### src/rtl/dbg_burst_wr_target_if.sv
// dbg_burst_wr_target_if: command, data, memory and response bus of the burst write target
//   cmd_*   : burst command from the debug-unit decoder (valid/ready)
//   wdata_* : data words, then the trailing CRC word (valid/ready)
//   mem_*   : word write port toward the memory fabric (req/gnt)
//   rsp_*   : status response (valid/ready), busy flag
interface dbg_burst_wr_target_if #(
    parameter int ADDR_WIDTH = 32
);
    logic                  cmd_valid;
    logic                  cmd_ready;
    logic [ADDR_WIDTH-1:0] cmd_addr;
    logic [7:0]            cmd_nwords;
    logic                  wdata_valid;
    logic                  wdata_ready;
    logic [31:0]           wdata;
    logic                  mem_req;
    logic                  mem_gnt;
    logic [ADDR_WIDTH-1:0] mem_addr;
    logic [31:0]           mem_wdata;
    logic                  mem_we;
    logic [3:0]            mem_be;
    logic                  rsp_valid;
    logic                  rsp_ready;
    logic                  rsp_err;
    logic [7:0]            rsp_count;
    logic                  busy;

    modport slave (
        input  cmd_valid, cmd_addr, cmd_nwords, wdata_valid, wdata, mem_gnt, rsp_ready,
        output cmd_ready, wdata_ready, mem_req, mem_addr, mem_wdata, mem_we, mem_be,
               rsp_valid, rsp_err, rsp_count, busy
    );

    modport master (
        output cmd_valid, cmd_addr, cmd_nwords, wdata_valid, wdata, mem_gnt, rsp_ready,
        input  cmd_ready, wdata_ready, mem_req, mem_addr, mem_wdata, mem_we, mem_be,
               rsp_valid, rsp_err, rsp_count, busy
    );
endinterface

### src/rtl/dbg_burst_wr_target.sv
// dbg_burst_wr_target: debug burst write responder; writes words to memory, checks trailing CRC-32
//   clk   : clock, rising edge
//   rst_n : synchronous active-low reset
//   bus   : slave side of dbg_burst_wr_target_if (command, data, memory, response, busy)
module dbg_burst_wr_target #(
    parameter int ADDR_WIDTH = 32,
    parameter int MAX_WORDS  = 255
) (
    input logic                  clk,
    input logic                  rst_n,
    dbg_burst_wr_target_if.slave bus
);
    localparam int RW = $clog2(MAX_WORDS + 1);

    typedef enum logic [2:0] {IDLE, DATA, MEMWR, CRC, RESP} state_t;

    state_t        state;
    logic [RW-1:0] remaining;
    logic [31:0]   crc;

    // Reflected CRC-32 over one full word, bit 0 first, no final XOR.
    function automatic logic [31:0] crc_word(input logic [31:0] c, input logic [31:0] d);
        logic [31:0] r;
        r = c;
        for (int i = 0; i < 32; i++)
            r = (r >> 1) ^ ((r[0] ^ d[i]) ? 32'hEDB8_8320 : 32'h0);
        return r;
    endfunction

    assign bus.mem_we = bus.mem_req;
    assign bus.mem_be = 4'hF;

    // Every handshake output is a register updated together with the state,
    // so nothing combinational reaches the outputs from the inputs.
    always_ff @(posedge clk) begin
        if (!rst_n) begin
            state           <= IDLE;
            remaining       <= '0;
            crc             <= '0;
            bus.cmd_ready   <= 1'b1;
            bus.wdata_ready <= 1'b0;
            bus.mem_req     <= 1'b0;
            bus.mem_addr    <= '0;
            bus.mem_wdata   <= '0;
            bus.rsp_valid   <= 1'b0;
            bus.rsp_err     <= 1'b0;
            bus.rsp_count   <= '0;
            bus.busy        <= 1'b0;
        end else begin
            case (state)
                IDLE: if (bus.cmd_valid) begin
                    bus.cmd_ready <= 1'b0;
                    bus.busy      <= 1'b1;
                    bus.rsp_count <= '0;
                    if (bus.cmd_nwords != 8'd0) begin
                        state           <= DATA;
                        bus.mem_addr    <= bus.cmd_addr & ~ADDR_WIDTH'(3);
                        remaining       <= bus.cmd_nwords;
                        crc             <= 32'hFFFF_FFFF;
                        bus.wdata_ready <= 1'b1;
                    end else begin
                        state         <= RESP;
                        bus.rsp_err   <= 1'b1;
                        bus.rsp_valid <= 1'b1;
                    end
                end
                DATA: if (bus.wdata_valid) begin
                    state           <= MEMWR;
                    bus.wdata_ready <= 1'b0;
                    bus.mem_wdata   <= bus.wdata;
                    crc             <= crc_word(crc, bus.wdata);
                    bus.mem_req     <= 1'b1;
                end
                MEMWR: if (bus.mem_gnt) begin
                    state           <= (remaining == RW'(1)) ? CRC : DATA;
                    bus.mem_req     <= 1'b0;
                    bus.mem_addr    <= bus.mem_addr + ADDR_WIDTH'(4);
                    bus.rsp_count   <= bus.rsp_count + 8'd1;
                    remaining       <= remaining - RW'(1);
                    bus.wdata_ready <= 1'b1;
                end
                CRC: if (bus.wdata_valid) begin
                    state           <= RESP;
                    bus.wdata_ready <= 1'b0;
                    bus.rsp_err     <= (bus.wdata != crc);
                    bus.rsp_valid   <= 1'b1;
                end
                RESP: if (bus.rsp_ready) begin
                    state         <= IDLE;
                    bus.rsp_valid <= 1'b0;
                    bus.cmd_ready <= 1'b1;
                    bus.busy      <= 1'b0;
                end
                default: state <= IDLE;
            endcase
        end
    end
endmodule

### src/flat_wrapper.sv
// flat-port wrapper written by rule: the top's interface ports become plain ports
module dbg_burst_wr_target_flat 
#(
    parameter int ADDR_WIDTH = 32,
    parameter int MAX_WORDS  = 255
)
  (clk, rst_n, bus_cmd_valid, bus_cmd_addr, bus_cmd_nwords, bus_wdata_valid, bus_wdata, bus_mem_gnt, bus_rsp_ready, bus_cmd_ready, bus_wdata_ready, bus_mem_req, bus_mem_addr, bus_mem_wdata, bus_mem_we, bus_mem_be, bus_rsp_valid, bus_rsp_err, bus_rsp_count, bus_busy);
  dbg_burst_wr_target_if #(.ADDR_WIDTH(ADDR_WIDTH)) bus_i ();
  input logic clk;
  input logic rst_n;
  input wire logic [$bits(bus_i.cmd_valid)-1:0] bus_cmd_valid;
  input wire logic [$bits(bus_i.cmd_addr)-1:0] bus_cmd_addr;
  input wire logic [$bits(bus_i.cmd_nwords)-1:0] bus_cmd_nwords;
  input wire logic [$bits(bus_i.wdata_valid)-1:0] bus_wdata_valid;
  input wire logic [$bits(bus_i.wdata)-1:0] bus_wdata;
  input wire logic [$bits(bus_i.mem_gnt)-1:0] bus_mem_gnt;
  input wire logic [$bits(bus_i.rsp_ready)-1:0] bus_rsp_ready;
  output wire logic [$bits(bus_i.cmd_ready)-1:0] bus_cmd_ready;
  output wire logic [$bits(bus_i.wdata_ready)-1:0] bus_wdata_ready;
  output wire logic [$bits(bus_i.mem_req)-1:0] bus_mem_req;
  output wire logic [$bits(bus_i.mem_addr)-1:0] bus_mem_addr;
  output wire logic [$bits(bus_i.mem_wdata)-1:0] bus_mem_wdata;
  output wire logic [$bits(bus_i.mem_we)-1:0] bus_mem_we;
  output wire logic [$bits(bus_i.mem_be)-1:0] bus_mem_be;
  output wire logic [$bits(bus_i.rsp_valid)-1:0] bus_rsp_valid;
  output wire logic [$bits(bus_i.rsp_err)-1:0] bus_rsp_err;
  output wire logic [$bits(bus_i.rsp_count)-1:0] bus_rsp_count;
  output wire logic [$bits(bus_i.busy)-1:0] bus_busy;
  assign bus_i.cmd_valid = bus_cmd_valid;
  assign bus_i.cmd_addr = bus_cmd_addr;
  assign bus_i.cmd_nwords = bus_cmd_nwords;
  assign bus_i.wdata_valid = bus_wdata_valid;
  assign bus_i.wdata = bus_wdata;
  assign bus_i.mem_gnt = bus_mem_gnt;
  assign bus_i.rsp_ready = bus_rsp_ready;
  assign bus_cmd_ready = bus_i.cmd_ready;
  assign bus_wdata_ready = bus_i.wdata_ready;
  assign bus_mem_req = bus_i.mem_req;
  assign bus_mem_addr = bus_i.mem_addr;
  assign bus_mem_wdata = bus_i.mem_wdata;
  assign bus_mem_we = bus_i.mem_we;
  assign bus_mem_be = bus_i.mem_be;
  assign bus_rsp_valid = bus_i.rsp_valid;
  assign bus_rsp_err = bus_i.rsp_err;
  assign bus_rsp_count = bus_i.rsp_count;
  assign bus_busy = bus_i.busy;
  dbg_burst_wr_target #(.ADDR_WIDTH(ADDR_WIDTH), .MAX_WORDS(MAX_WORDS)) u_core (.clk(clk), .rst_n(rst_n), .bus(bus_i));
endmodule
### config.mk
export PLATFORM = sky130hd
export DESIGN_NAME = dbg_burst_wr_target_flat
export DESIGN_NICKNAME = d
export VERILOG_FILES = /design/src/rtl/dbg_burst_wr_target_if.sv /design/src/rtl/dbg_burst_wr_target.sv /design/src/flat_wrapper.sv
export SDC_FILE = /design/constraint.sdc
export NUM_CORES = 1
export LEC_CHECK = 0
export CORE_ASPECT_RATIO = 1.5
export CORE_MARGIN = 5
export CORE_UTILIZATION = 55
export CTS_BUF_LIST = sky130_fd_sc_hd__clkbuf_8
export DETAILED_ROUTE_END_ITERATION = 12
export PLACE_DENSITY_LB_ADDON = 0.08
export SYNTH_ARGS = -nofsm -noshare
export SYNTH_HDL_FRONTEND = slang
export SYNTH_SLANG_ARGS = --single-unit
export TNS_END_PERCENT = 20
### constraint.sdc
create_clock -name clk -period 10.4 [get_ports clk]
set_input_delay 1.04 -clock clk [delete_from_list [all_inputs] [get_ports clk]]
set_output_delay 1.04 -clock clk [all_outputs]
set_load 0.03 [all_outputs]
* Word-level counts from Yosys, hierarchy flattened *
Cells that the tools add are included.

storage, ports and cells
  logic and storage cells = 187
  output and inout port bits = 83
  flip-flop bits (word level) = 121
  input port bits = 78

operators by class
  eq/ne operators = 14
  mux-type cells = 74
  bitwise gates (word level) = 64
  reduce and logical (&&, ||, !) cells = 20
  add/subtract/negate cells = 3

operators with widths
  cell                                                                 count
  32-bit two-way mux                                                   38
  31-bit by 32-bit bitwise XOR with 32-bit output                      32
  32-bit case mux with 2 select lines                                  2
  8-bit two-way mux                                                    5
  32-bit by 3-bit adder with 32-bit output (second input constant)     1
  32-bit inequality test                                               1
  8-bit case mux with 2 select lines                                   2
  1-bit bitwise XOR                                                    32
  3-bit two-way mux                                                    6
  3-bit case mux with 5 select lines                                   1
  5-bit AND reduction                                                  3
  1-bit two-way mux                                                    13
  2-bit inequality test (second input constant)                        6
  4-bit AND reduction                                                  3
  2-bit nonzero test                                                   5
  3-bit AND reduction                                                  3
  8-bit by 1-bit adder with 8-bit output (second input constant)       1
  8-bit by 1-bit == test with 1-bit output (second input constant)     1
  1-bit case mux with 2 select lines                                   4
  8-bit nonzero test                                                   1
  8-bit by 1-bit subtractor with 8-bit output (second input constant)  1
  3-bit by 2-bit == test with 1-bit output (second input constant)     2
  1-bit case mux with 3 select lines                                   2
  3-bit nonzero test                                                   2
  7 further kinds                                                      8

* Depth between registers and ports, before layout *
  depth after elaboration = 98
  depth in mapped cells = 10
  gate-level depth less buffers = 10

* Least setup slack after synthesis *
No wires, ideal clock.

  path kind = input-to-reg
  from = input port bus_wdata[4]
  to = register u_core.crc[23]
  data arrival time = 4.338 ns
  required time = 10.281 ns
  slack = 5.943 ns
  path buffers = 0
  stages on the path = 10
  library setup time = 0.119 ns
  cells stage by stage = xor2_1 inv_2 xnor3_2 xnor3_1 xor3_1 xnor3_2 xor2_4 xnor2_2 xnor3_1 o221a_2

on the way
  cells in the longest elaborated chain, start to end = 40
  elaborated cells on any way between the ends = 58
  those cells by class = mux: 16; bitwise: 42

RTL lines
  what                                                                                          RTL line                   source
  start, declared                                                                               flat_wrapper.sv:15         input wire logic [$bits(bus_i.wdata)-1:0] bus_wdata;
  1-bit bitwise XOR (*)                                                                         dbg_burst_wr_target.sv:26  r = (r >> 1) ^ ((r[0] ^ d[i]) ? 32'hEDB8_8320 : 32'h0);
  32-bit two-way mux (*)                                                                        dbg_burst_wr_target.sv:26
  31-bit by 32-bit bitwise XOR with 32-bit output (*) (6 in series)                             dbg_burst_wr_target.sv:26
  1-bit bitwise XOR / 31-bit by 32-bit bitwise XOR with 32-bit output (equally long branches)   dbg_burst_wr_target.sv:26
  32-bit two-way mux / 31-bit by 32-bit bitwise XOR with 32-bit output (equally long branches)  dbg_burst_wr_target.sv:26
  31-bit by 32-bit bitwise XOR with 32-bit output (*) (6 in series)                             dbg_burst_wr_target.sv:26
  1-bit bitwise XOR / 31-bit by 32-bit bitwise XOR with 32-bit output (equally long branches)   dbg_burst_wr_target.sv:26
  32-bit two-way mux / 31-bit by 32-bit bitwise XOR with 32-bit output (equally long branches)  dbg_burst_wr_target.sv:26
  31-bit by 32-bit bitwise XOR with 32-bit output (*) (6 in series)                             dbg_burst_wr_target.sv:26
  1-bit bitwise XOR / 31-bit by 32-bit bitwise XOR with 32-bit output (equally long branches)   dbg_burst_wr_target.sv:26
  32-bit two-way mux / 31-bit by 32-bit bitwise XOR with 32-bit output (equally long branches)  dbg_burst_wr_target.sv:26
  31-bit by 32-bit bitwise XOR with 32-bit output (*) (6 in series)                             dbg_burst_wr_target.sv:26
  1-bit bitwise XOR / 31-bit by 32-bit bitwise XOR with 32-bit output (equally long branches)   dbg_burst_wr_target.sv:26
  32-bit two-way mux / 31-bit by 32-bit bitwise XOR with 32-bit output (equally long branches)  dbg_burst_wr_target.sv:26
  31-bit by 32-bit bitwise XOR with 32-bit output (*) (4 in series)                             dbg_burst_wr_target.sv:26
  32-bit two-way mux (*)                                                                        dbg_burst_wr_target.sv:67  DATA: if (bus.wdata_valid) begin
  32-bit case mux with 2 select lines (*)                                                       dbg_burst_wr_target.sv:50  case (state)
  end signal, assigned                                                                          dbg_burst_wr_target.sv:71  crc <= crc_word(crc, bus.wdata);
  end, declared                                                                                 dbg_burst_wr_target.sv:19  logic [31:0] crc;

Mark *: on every way between the ends. The rest lies on a longest branch, timed or not. The select of a mux whose other input is x is not followed.
A chain may end at the register's enable or synchronous reset.

* Final worst setup path *
  from = input port bus_wdata[0]
  to = register u_core.crc[23]

on the way
  cells in the longest elaborated chain, start to end = 46
  elaborated cells on any way between the ends = 70
  those cells by class = mux: 20; bitwise: 50

RTL lines
  what                                                               RTL line
  1-bit bitwise XOR (*)                                              dbg_burst_wr_target.sv:26
  32-bit two-way mux (*)                                             dbg_burst_wr_target.sv:26
  31-bit by 32-bit bitwise XOR with 32-bit output (*) (6 in series)  dbg_burst_wr_target.sv:26
  1-bit bitwise XOR                                                  dbg_burst_wr_target.sv:26
  32-bit two-way mux                                                 dbg_burst_wr_target.sv:26
  31-bit by 32-bit bitwise XOR with 32-bit output (*) (6 in series)  dbg_burst_wr_target.sv:26
  1-bit bitwise XOR                                                  dbg_burst_wr_target.sv:26
  32-bit two-way mux                                                 dbg_burst_wr_target.sv:26
  (+14 left out)                                                     -
  1-bit bitwise XOR                                                  dbg_burst_wr_target.sv:26
  32-bit two-way mux                                                 dbg_burst_wr_target.sv:26
  31-bit by 32-bit bitwise XOR with 32-bit output (*) (6 in series)  dbg_burst_wr_target.sv:26
  1-bit bitwise XOR                                                  dbg_burst_wr_target.sv:26
  32-bit two-way mux                                                 dbg_burst_wr_target.sv:26
  31-bit by 32-bit bitwise XOR with 32-bit output (*) (2 in series)  dbg_burst_wr_target.sv:26
  32-bit two-way mux (*)                                             dbg_burst_wr_target.sv:67
  32-bit case mux with 2 select lines (*)                            dbg_burst_wr_target.sv:50

Marks and branches as above.

==> impl_metrics.env <==
export IMPL_outcome="completed"
export IMPL_syn_to_final_growth_pct=24.02
export IMPL_critPathCaptureType="register"
export IMPL_drc=0
export IMPL_crit_family="XOR/XNOR gates"
export IMPL_synth_area_leaders="dfxtp_1 (28%), xnor2_1 (16%), xnor3_1 (11%)"
export IMPL_via_count=7139
export IMPL_antenna_found_initial=0
export IMPL_drv_slew=0
export IMPL_cts_buffer_depth=2
export IMPL_cts_made_buffers=17
export IMPL_wl_um=25200
export IMPL_io_pins=161
export IMPL_syn_inst=943
export IMPL_drtPass1Iterations=5
export IMPL_seq_area_sq_um=2382
export IMPL_seq_area_frac_synth_pct=28.17
export IMPL_critPathMaxFanout=5
export IMPL_finalHoldViolCount=0
export IMPL_synth_area_per_cell_sq_um=8.967
export IMPL_critical_path_class="in2reg"
export IMPL_mappedNetlistArea_sq_um=8456
export IMPL_synth_edf_count=0
export IMPL_nFillCells=1249
export IMPL_synth_main_ff_cell="dfxtp_1"
export IMPL_fmax_mhz=184.6
export IMPL_grt_pass1_wl_um=38900
export IMPL_insertion_delay_ns=0.43
export IMPL_ys_seq_elements=119
export IMPL_grt_pass1_vias=7086
export IMPL_grt_overflow_total=0
export IMPL_hold_buffers=0
export IMPL_rsz0062_at_grt="no"
export IMPL_crit_path_max_incr_delay_ns=0.62
export IMPL_final_nets=1154
export IMPL_crit_required_ns=10.71
export IMPL_track_usage_pct=27.29
export IMPL_die_w_um=111.2
export IMPL_crit_slowest_cell="xor2_1"
export IMPL_utilization_pct=69.58
export IMPL_drtIter0Drc=504
export IMPL_clk_pin_slew_ns=0.07
export IMPL_synth_yosys_warnings=0
export IMPL_gp_congestion=0.9645
export IMPL_startpoint_type="input port"
export IMPL_routed_via_density=5.577
export IMPL_max_cap_viol_count=0
export IMPL_htreeDepth=4
export IMPL_hpwl_um=18610
export IMPL_slew_headroom_pct=28.81
export IMPL_drive_above_1_share_pct=7.401
export IMPL_tightest_slew_ns=1.065
export IMPL_yosysTopAreaCellShare_pct=28.17
export IMPL_finalCritPeriodShare_pct=52.09
export IMPL_period_minus_slack_ns=5.417
export IMPL_core_sq_um=15070
export IMPL_start_util_pct=56.11
export IMPL_antenna_cells=0
export IMPL_clock_sinks=119
export IMPL_antenna_left=0
export IMPL_synth_distinct_cells=52
export IMPL_portBuffers=152
export IMPL_multi_input_comb_area_sq_um=5839
export IMPL_hold_class="reg2reg"
export IMPL_tritoncts="done"
export IMPL_setup_viol=0
export IMPL_fin_skew_ns=0.01767
export IMPL_cts_resized=0
export IMPL_wire_per_inst_um=19.69
export IMPL_path_cells="clkdlybuf4s50_1, xor2_1, inv_2, xnor2_2, xor3_1, xnor2_1, xor2_1, xnor2_1, xor2_1, xnor3_1, o221a_2"
export IMPL_cp_num_buf_inv=2
export IMPL_yosysTopAreaCell="dfxtp_1"
export IMPL_setup_tns_ns=0
export IMPL_post_cts_buffers=0
export IMPL_design_die_area_sq_um=18000
export IMPL_die_height_um=161.9
export IMPL_async_flop_share_pct=0
export IMPL_crit_arrival_ns=5.72
export IMPL_rows=55
export IMPL_root_buffer="clkbuf_8"
export IMPL_cpMostUsedCell="xor2_1"
export IMPL_grt_max_degree=59
-- worst register-to-register path, delay by kind of cell (launching register included) --
family / cells / cell delay (ns)
xor+xnor: 8 / 3.75
flops: 1 / 0.36
buf+inv: 1 / 0.20
compound gates: 1 / 0.23
-- routing by layer --
layer	vias to the layer above	GRT usage, %	share of wire (%)
met4	0	12.67	4.1
met2	205	50.85	54
met1	3383	30.08	38
met5	-	0	0
li1	3491	-	-
met3	60	4.435	4.5
-- path summary, 6_finish.rpt --
| check | depth (start not counted) | slack [ns] | to | from |
|---|---|---|---|---|
| hold / removal | 2 | 0.45 | u_core.bus.mem_wdata[16] | u_core.bus.mem_wdata[16] |
| setup reg to reg | 10 | 5.76 | u_core.crc[23] | u_core.crc[0] |
| hold reg to reg | 2 | 0.45 | u_core.bus.mem_wdata[16] | u_core.bus.mem_wdata[16] |
| setup / recovery | 11 | 4.98 | u_core.crc[23] | bus_wdata[0] |
-- cell usage in the layout, fill, tap and decap left out, types with 7 or more instances in the layout --
master / synthesis / routed
a21oi_1: 113 / 113
a211oi_1: 8 / 8
xnor2_1: 151 / 151
a22oi_1: 8 / 8
nor3_1: 10 / 9
o221a_2: 11 / 11
nand4_1: 17 / 17
o21ai_0: 62 / 62
nor2_1: 78 / 77
nand2_1: 94 / 94
ha_1: 7 / 7
dfxtp_1: 119 / 119
buf_4: 7 / 7
clkbuf_8: 0 / 20
nand3_1: 13 / 13
xor2_1: 44 / 44
clkdlybuf4s50_1: 0 / 152
xnor3_1: 41 / 41
xnor2_2: 11 / 11
and3_1: 14 / 14
xor3_1: 7 / 7
-- Yosys cell counts, drive strengths merged, types with 8 or more instances --
cell / n
buf: 9
a22oi: 8
a21oi: 113
o21ai: 63
nor2: 78
o221a: 12
nor3: 10
nand4: 17
nand2: 94
nand3: 13
xor3: 8
dfxtp: 119
clkbuf: 47
xnor3: 44
xor2: 51
a211oi: 8
xnor2: 163
inv: 9
and3: 14
-- cells by family after synthesis --
family                     synth area share (%)
xor gates and xnor gates                  38.15
and+or+nand+nor                           13.52
AOI/OAI and AO/OA                         15.60
DFF                                       28.17
buffers and inverters                     3.196
adders and majority gates                 1.036
other                                   0.08882
muxes                                    0.2368
-- flip-flops by register name (all words and copies together) (netlist names) --
signal	count
u_core.bus.wdata_ready	1
u_core.bus.busy	1
u_core.bus.mem_addr	30
u_core.bus.mem_req	1
u_core.bus.cmd_ready	1
u_core.state	3
u_core.bus.rsp_count	8
u_core.bus.mem_wdata	32
u_core.bus.rsp_err	1
u_core.remaining	8
u_core.crc	32
u_core.bus.rsp_valid	1
-- through the flow --
stage / hold WS (ns) / instances / setup WS, ns / area, sq um
after CTS: 0.4558 / 1280 / 4.990 / 10490
after global routing: 0.4792 / 1280 / 4.858 / 10490
after detailed placement: 0.4458 / 1249 / 4.549 / 10080
after global placement: 0.4414 / 1249 / 4.573 / 10080
after floorplan: 0.4450 / 947 / 5.943 / 8471
final: 0.4549 / 1280 / 4.983 / 10490
-- cell type report --
type / count / share of cell area (%)
multi-input combinational: 763 / 55.69
sequential: 119 / 22.72
timing repair buffer: 159 / 15.01
clock buffer: 20 / 2.625
tap: 199 / 2.374
clock inverter: 11 / 1.265
inverter: 9 / 0.3222
Power is not shown: default switching activity piles up to over one toggle a cycle in this logic, so the estimate is an artifact.
